**src/rtl/rvb_clmul_seq_if.sv**
```systemverilog
// rvb_clmul_seq_if: request/result valid-ready bundle for rvb_clmul_seq.
// master = initiator side, slave = the multiplier.
interface rvb_clmul_seq_if #(parameter int XLEN = 32);
    logic            din_valid;
    logic            din_ready;
    logic [XLEN-1:0] din_rs1;
    logic [XLEN-1:0] din_rs2;
    logic [XLEN-1:0] din_rs3;
    logic [31:0]     din_insn;
    logic            dout_valid;
    logic            dout_ready;
    logic [XLEN-1:0] dout_rd;
    modport master (
        output din_valid, din_rs1, din_rs2, din_rs3, din_insn, dout_ready,
        input  din_ready, dout_valid, dout_rd
    );
    modport slave (
        input  din_valid, din_rs1, din_rs2, din_rs3, din_insn, dout_ready,
        output din_ready, dout_valid, dout_rd
    );
endinterface

```
**src/rtl/rvb_clmul_seq.sv**
```systemverilog
// rvb_clmul_seq: sequential carry-less multiply (CLMUL/CLMULH/CLMULR), one request in flight.
// Define RVB_CLMUL_RADIX4_EN to retire four rs2 bits per BUSY cycle instead of one.
module rvb_clmul_seq #(
    parameter int XLEN = 32
) (
    input logic            clock,
    input logic            resetn,
    rvb_clmul_seq_if.slave io
);
`ifdef RVB_CLMUL_RADIX4_EN
    localparam int R = 4;
`else
    localparam int R = 1;
`endif
    localparam int STEPS = XLEN / R;
    localparam int CW = $clog2(XLEN) + 1;

    typedef enum logic [1:0] {IDLE, BUSY, DONE} state_t;
    typedef enum logic [1:0] {OP_CLMUL, OP_CLMULH, OP_CLMULR} op_t;

    state_t            state;
    op_t               op;
    op_t               dec_op;
    logic              dec_ok;
    logic [2*XLEN-1:0] a;
    logic [2*XLEN-1:0] p;
    logic [2*XLEN-1:0] p_next;
    logic [XLEN-1:0]   b;
    logic [XLEN-1:0]   rd;
    logic [XLEN-1:0]   res;
    logic [CW-1:0]     cnt;
    logic [2:0]        f3;
    logic              unused_ok;

    assign f3 = io.din_insn[14:12];
    assign dec_ok = io.din_insn[6:0] == 7'b0110011 && io.din_insn[31:25] == 7'b0000101 &&
                    (f3 == 3'b001 || f3 == 3'b011 || f3 == 3'b010);
    assign dec_op = f3 == 3'b011 ? OP_CLMULH : f3 == 3'b010 ? OP_CLMULR : OP_CLMUL;
    assign unused_ok = ^{io.din_rs3, io.din_insn[24:15], io.din_insn[11:7]};

    // a is rs1 pre-shifted to the current bit position; b is rs2 with consumed bits shifted out
    always_comb begin
        p_next = p;
        for (int i = 0; i < R; i++)
            if (b[i]) p_next = p_next ^ (a << i);
    end

    assign res = op == OP_CLMULH ? p_next[2*XLEN-1:XLEN] :
                 op == OP_CLMULR ? p_next[2*XLEN-2:XLEN-1] : p_next[XLEN-1:0];

    always_ff @(posedge clock or negedge resetn) begin
        if (!resetn) begin
            state <= IDLE;
            op    <= OP_CLMUL;
            a     <= '0;
            b     <= '0;
            p     <= '0;
            cnt   <= '0;
            rd    <= '0;
        end else begin
            case (state)
                IDLE: if (io.din_valid) begin
                    a     <= {{XLEN{1'b0}}, io.din_rs1};
                    b     <= io.din_rs2;
                    op    <= dec_op;
                    p     <= '0;
                    cnt   <= '0;
                    rd    <= '0;
                    state <= dec_ok ? BUSY : DONE;
                end
                BUSY: begin
                    p   <= p_next;
                    a   <= a << R;
                    b   <= b >> R;
                    cnt <= cnt + CW'(1);
                    if (cnt == CW'(STEPS - 1)) begin
                        rd    <= res;
                        state <= DONE;
                    end
                end
                DONE: if (io.dout_ready) state <= IDLE;
                default: state <= IDLE;
            endcase
        end
    end

    assign io.din_ready  = state == IDLE;
    assign io.dout_valid = state == DONE;
    assign io.dout_rd    = rd;
endmodule

```
**src/flat_wrapper.sv**
```systemverilog
// flat-port wrapper written by rule: the top's interface ports become plain ports
module rvb_clmul_seq_flat 
#(
    parameter int XLEN = 32
)
  (clock, resetn, io_din_valid, io_din_rs1, io_din_rs2, io_din_rs3, io_din_insn, io_dout_ready, io_din_ready, io_dout_valid, io_dout_rd);
  rvb_clmul_seq_if #(.XLEN(XLEN)) io_i ();
  input logic clock;
  input logic resetn;
  input wire logic [$bits(io_i.din_valid)-1:0] io_din_valid;
  input wire logic [$bits(io_i.din_rs1)-1:0] io_din_rs1;
  input wire logic [$bits(io_i.din_rs2)-1:0] io_din_rs2;
  input wire logic [$bits(io_i.din_rs3)-1:0] io_din_rs3;
  input wire logic [$bits(io_i.din_insn)-1:0] io_din_insn;
  input wire logic [$bits(io_i.dout_ready)-1:0] io_dout_ready;
  output wire logic [$bits(io_i.din_ready)-1:0] io_din_ready;
  output wire logic [$bits(io_i.dout_valid)-1:0] io_dout_valid;
  output wire logic [$bits(io_i.dout_rd)-1:0] io_dout_rd;
  assign io_i.din_valid = io_din_valid;
  assign io_i.din_rs1 = io_din_rs1;
  assign io_i.din_rs2 = io_din_rs2;
  assign io_i.din_rs3 = io_din_rs3;
  assign io_i.din_insn = io_din_insn;
  assign io_i.dout_ready = io_dout_ready;
  assign io_din_ready = io_i.din_ready;
  assign io_dout_valid = io_i.dout_valid;
  assign io_dout_rd = io_i.dout_rd;
  rvb_clmul_seq #(.XLEN(XLEN)) u_core (.clock(clock), .resetn(resetn), .io(io_i));
endmodule
```
**config.mk**
```make
export PLATFORM = sky130hd
export DESIGN_NAME = rvb_clmul_seq_flat
export DESIGN_NICKNAME = d
export VERILOG_FILES = /design/src/rtl/rvb_clmul_seq_if.sv /design/src/rtl/rvb_clmul_seq.sv /design/src/flat_wrapper.sv
export SDC_FILE = /design/constraint.sdc
export NUM_CORES = 1
export LEC_CHECK = 0
export CAP_MARGIN = 20
export CORE_ASPECT_RATIO = 0.75
export CORE_MARGIN = 2
export CORE_UTILIZATION = 25
export CTS_CLUSTER_SIZE = 24
export DETAILED_ROUTE_END_ITERATION = 12
export GPL_TIMING_DRIVEN = 0
export PLACE_DENSITY = 0.54
export SKIP_CTS_REPAIR_TIMING = 1
export SYNTH_ARGS = -nofsm -noshare
export SYNTH_HDL_FRONTEND = slang
export SYNTH_SLANG_ARGS = --single-unit
```
**constraint.sdc**
```tcl
create_clock -name clock -period 2.2 [get_ports clock]
set_input_delay 0.33 -clock clock [delete_from_list [all_inputs] [get_ports clock]]
set_output_delay 0.33 -clock clock [all_outputs]
set_load 0.02 [all_outputs]
```
==> impl_metrics.json <==
{
  "rr_worst_depth": 5,
  "ys_seq_area_share_pct": 54.40,
  "required_ps": 2610,
  "firstDrtPassIters": 5,
  "drc": 0,
  "path_buf_inv": 1,
  "drive_above_1_share_pct": 9.807,
  "crit-reg2reg-capture": "u_core.io.dout_rd[17]",
  "wl_met1_mm": 14.05,
  "grt_pass1_vias": 7783,
  "ys_async_sr_fraction_pct": 100.0,
  "routed_wl_mm": 28.02,
  "drv_cap": 0,
  "rsz0062_at_grt": "false",
  "antenna_found_initial": 0,
  "stdcell_area_mm2": 0.01193,
  "slowest_delay_ps": 420,
  "crit_type": "flop to flop",
  "clk_pin_slew_ps": 60,
  "coreArea_mm2": 0.03686,
  "synth_top_cells_by_area": "dfrtp_1 54%, nand2_1 7.8%, xor2_1 5.8%",
  "vias_per_cell": 4.657,
  "setup_viol": 0,
  "die_h_um": 171.0,
  "ant_nets": 0,
  "fp-row-count": 61,
  "final.fill_count": 3792,
  "crit_path_top_delay_cell": "dfrtp_1",
  "place_area_mm2": 0.01114,
  "worstPathArrival_ps": 2430,
  "cts_buffers": 23,
  "gp_congestion": 0.7711,
  "io_buffer_count": 118,
  "yosysMostFrequentCell": "dfrtp_1",
  "htree_levels": 1,
  "slew_violations": 0,
  "root_buffer": "clkbuf_16",
  "synth-edff-count": 0,
  "period_share_pct": 91.39,
  "vias": 7665,
  "worst_pin_slew_ps": 774.0,
  "synth_largest_area_cell": "dfrtp_1",
  "relSlewSlack_pct": 48.40,
  "tritoncts": "yes",
  "finalHoldViolations": 0,
  "area.sequential_mm2": 0.005055,
  "syn_inst": 979,
  "diodes": 0,
  "gr-total-overflow": 0,
  "r2r-start": "u_core.cnt[1]",
  "rrSetupSlack_ps": 190,
  "grt_use_total_pct": 14.71,
  "pwr_density_cell_mw_per_mm2": 821.9,
  "place_ws_ps": 25.65,
  "hold_path.class": "input port to flop",
  "dieArea_mm2": 0.03874,
  "syn_to_final_growth_pct": 28.40,
  "fmax_mhz": 497.4,
  "synth_top_area_share_pct": 54.40,
  "finalCriticalPeriod_ps": 2011,
  "worstSetupEndpoint": "u_core.io.dout_rd[17]",
  "synth_seq_cells": 202,
  "netlist_top_cells_count": "202 x dfrtp_1, 192 x nand2_1, 111 x nor2_1",
  "maxUsedRoutingLayer": "met4",
  "met3WireLength_mm": 1.566,
  "critPathMaxFanout": 10,
  "finalPower_mw": 9.805,
  "ys_warn_count": 0,
  "timing.final.ws_setup_ps": 189.5,
  "initial_core_util_pct": 25.20,
  "drtIter0Drc": 670,
  "status": "finished clean",
  "synthFlopType": "dfrtp_1",
  "synth_cell_types": 46,
  "path_cells": "ha_1 > and3_1 > nand3_1 > clkbuf_2 > o221ai_1",
  "multi_input_area_mm2": 0.003875,
  "synth_area_mm2": 0.009291,
  "peakVddDrop_mv": 0.4827,
  "grt_pass1_wl_mm": 45.00,
  "p_leak_nw": 5.001,
  "critPathLaunch": "u_core.cnt[1]",
  "cp-start-kind": "flop",
  "grt_max_degree": 107,
  "wl_per_cell_um": 17.02,
  "skew_ps": 13.51,
  "cp_top_family": "simple AND/OR/NAND/NOR gates",
  "io_pins": 166,
  "nets": 1258,
  "hpwl_mm": 19.99,
  "clock_sinks": 202,
  "cp_num_cells": 5,
  "chipWidth_um": 226.6,
  "clockBufferDepth": 3,
  "clk_latency_ps": 510,
  "cp-end-kind": "flop",
  "syn_area_per_cell_um2": 9.491,
  "wl_met2_mm": 11.88,
  "syn_nets": 1112
}
per-stage QoR:
stage                     setup TNS, ps  instances  util, %  hold WS (ps)
after floorplan                       0        979        -         34.41
after global placement         -1668830       1601    30.12         461.5
after detailed placement              0       1602    30.21         448.1
after CTS                        -10.51       1644    32.29        -90.34
after global routing                  0       1646    32.36         392.7
final                                 0       1646    32.36         382.6
layout by cell type, fill, tap and decap left out, drive strengths merged, types with 2 or more instances in the layout:
cell | netlist | layout
dlymetal6s2s | 0 | 2
clkdlybuf4s50 | 0 | 115
dfrtp | 202 | 202
bufinv | 0 | 2
a21oi | 5 | 5
xor2 | 62 | 62
o31ai | 2 | 2
nand4b | 2 | 2
nor4bb | 2 | 2
clkinv | 0 | 4
nand4 | 2 | 2
nor2b | 3 | 3
nand2b | 5 | 5
inv | 1 | 2
mux2 | 30 | 30
o22ai | 54 | 54
a2bb2oi | 2 | 2
nand3 | 65 | 65
a22oi | 9 | 9
nand2 | 192 | 192
buf | 53 | 56
nor3b | 2 | 2
clkbuf | 21 | 56
nor2 | 111 | 111
o221ai | 30 | 30
o21ai | 107 | 107
area by class of cell:
class / count / share of cell area [%]
tap: 504 / 5.286
inverter: 1 / 0.03146
sequential: 202 / 42.37
timing repair buffer: 121 / 10.36
buffer: 74 / 3.020
clock inverter: 7 / 0.7446
clock buffer: 35 / 5.705
multi-input combinational: 702 / 32.48
sequential cells by signal, summed over array words and instances, names as in the netlist:
| register | cells |
|---|---|
| u_core.a | 64 |
| u_core.p | 64 |
| u_core.b | 32 |
| u_core.io.dout_rd | 32 |
| u_core.cnt | 6 |
| u_core.op | 2 |
| u_core.state | 2 |
worst register-to-register path, stage by stage (launching register included):
cell,delay [ps]
dfrtp_1,420
ha_1,240
and3_1,250
nand3_1,410
clkbuf_2,370
o221ai_1,220
worst min-delay path by stage:
stage	slack, ps	endpoint	from	depth (start not counted)
2_1_floorplan	30	u_core.a[0]	resetn	0
3_3_place_gp	460	u_core.b[24]	u_core.b[24]	2
3_5_place_dp	450	u_core.io.dout_rd[28]	resetn	1
4_1_cts	-90	u_core.b[24]	resetn	1
5_1_grt	390	u_core.b[31]	io_din_rs2[31]	3
6_report	380	u_core.b[31]	io_din_rs2[31]	3
cells by family (layout without fill, tap and decap cells):
| kind of cell | after synthesis | in the layout | share of synthesized area [%] |
|---|---|---|---|
| AO/OA/AOI/OAI | 216 | 216 | 14.22 |
| XOR/XNOR | 62 | 62 | 5.844 |
| adder cells (fa/ha/maj) | 1 | 1 | 0.1346 |
| buffers and inverters | 75 | 238 | 3.892 |
| flip-flops | 202 | 202 | 54.40 |
| multiplexers | 31 | 31 | 3.744 |
| AND/OR/NAND/NOR | 392 | 392 | 17.76 |
routing by layer:
metal	vias to the layer above	global-route usage [%]
met1	3784	21.79
met5	-	0
met3	32	2.885
met4	0	3.003
met2	172	22.13
li1	3677	-
where the power goes:
part	switching (mW)	leakage (nW)	internal (mW)	total, mW
Sequential	0.240	2.64	4.04	4.28
Combinational	0.941	1.98	0.669	1.61
Clock	1.56	0.382	2.36	3.92
Power figures use the tool's default switching activity.
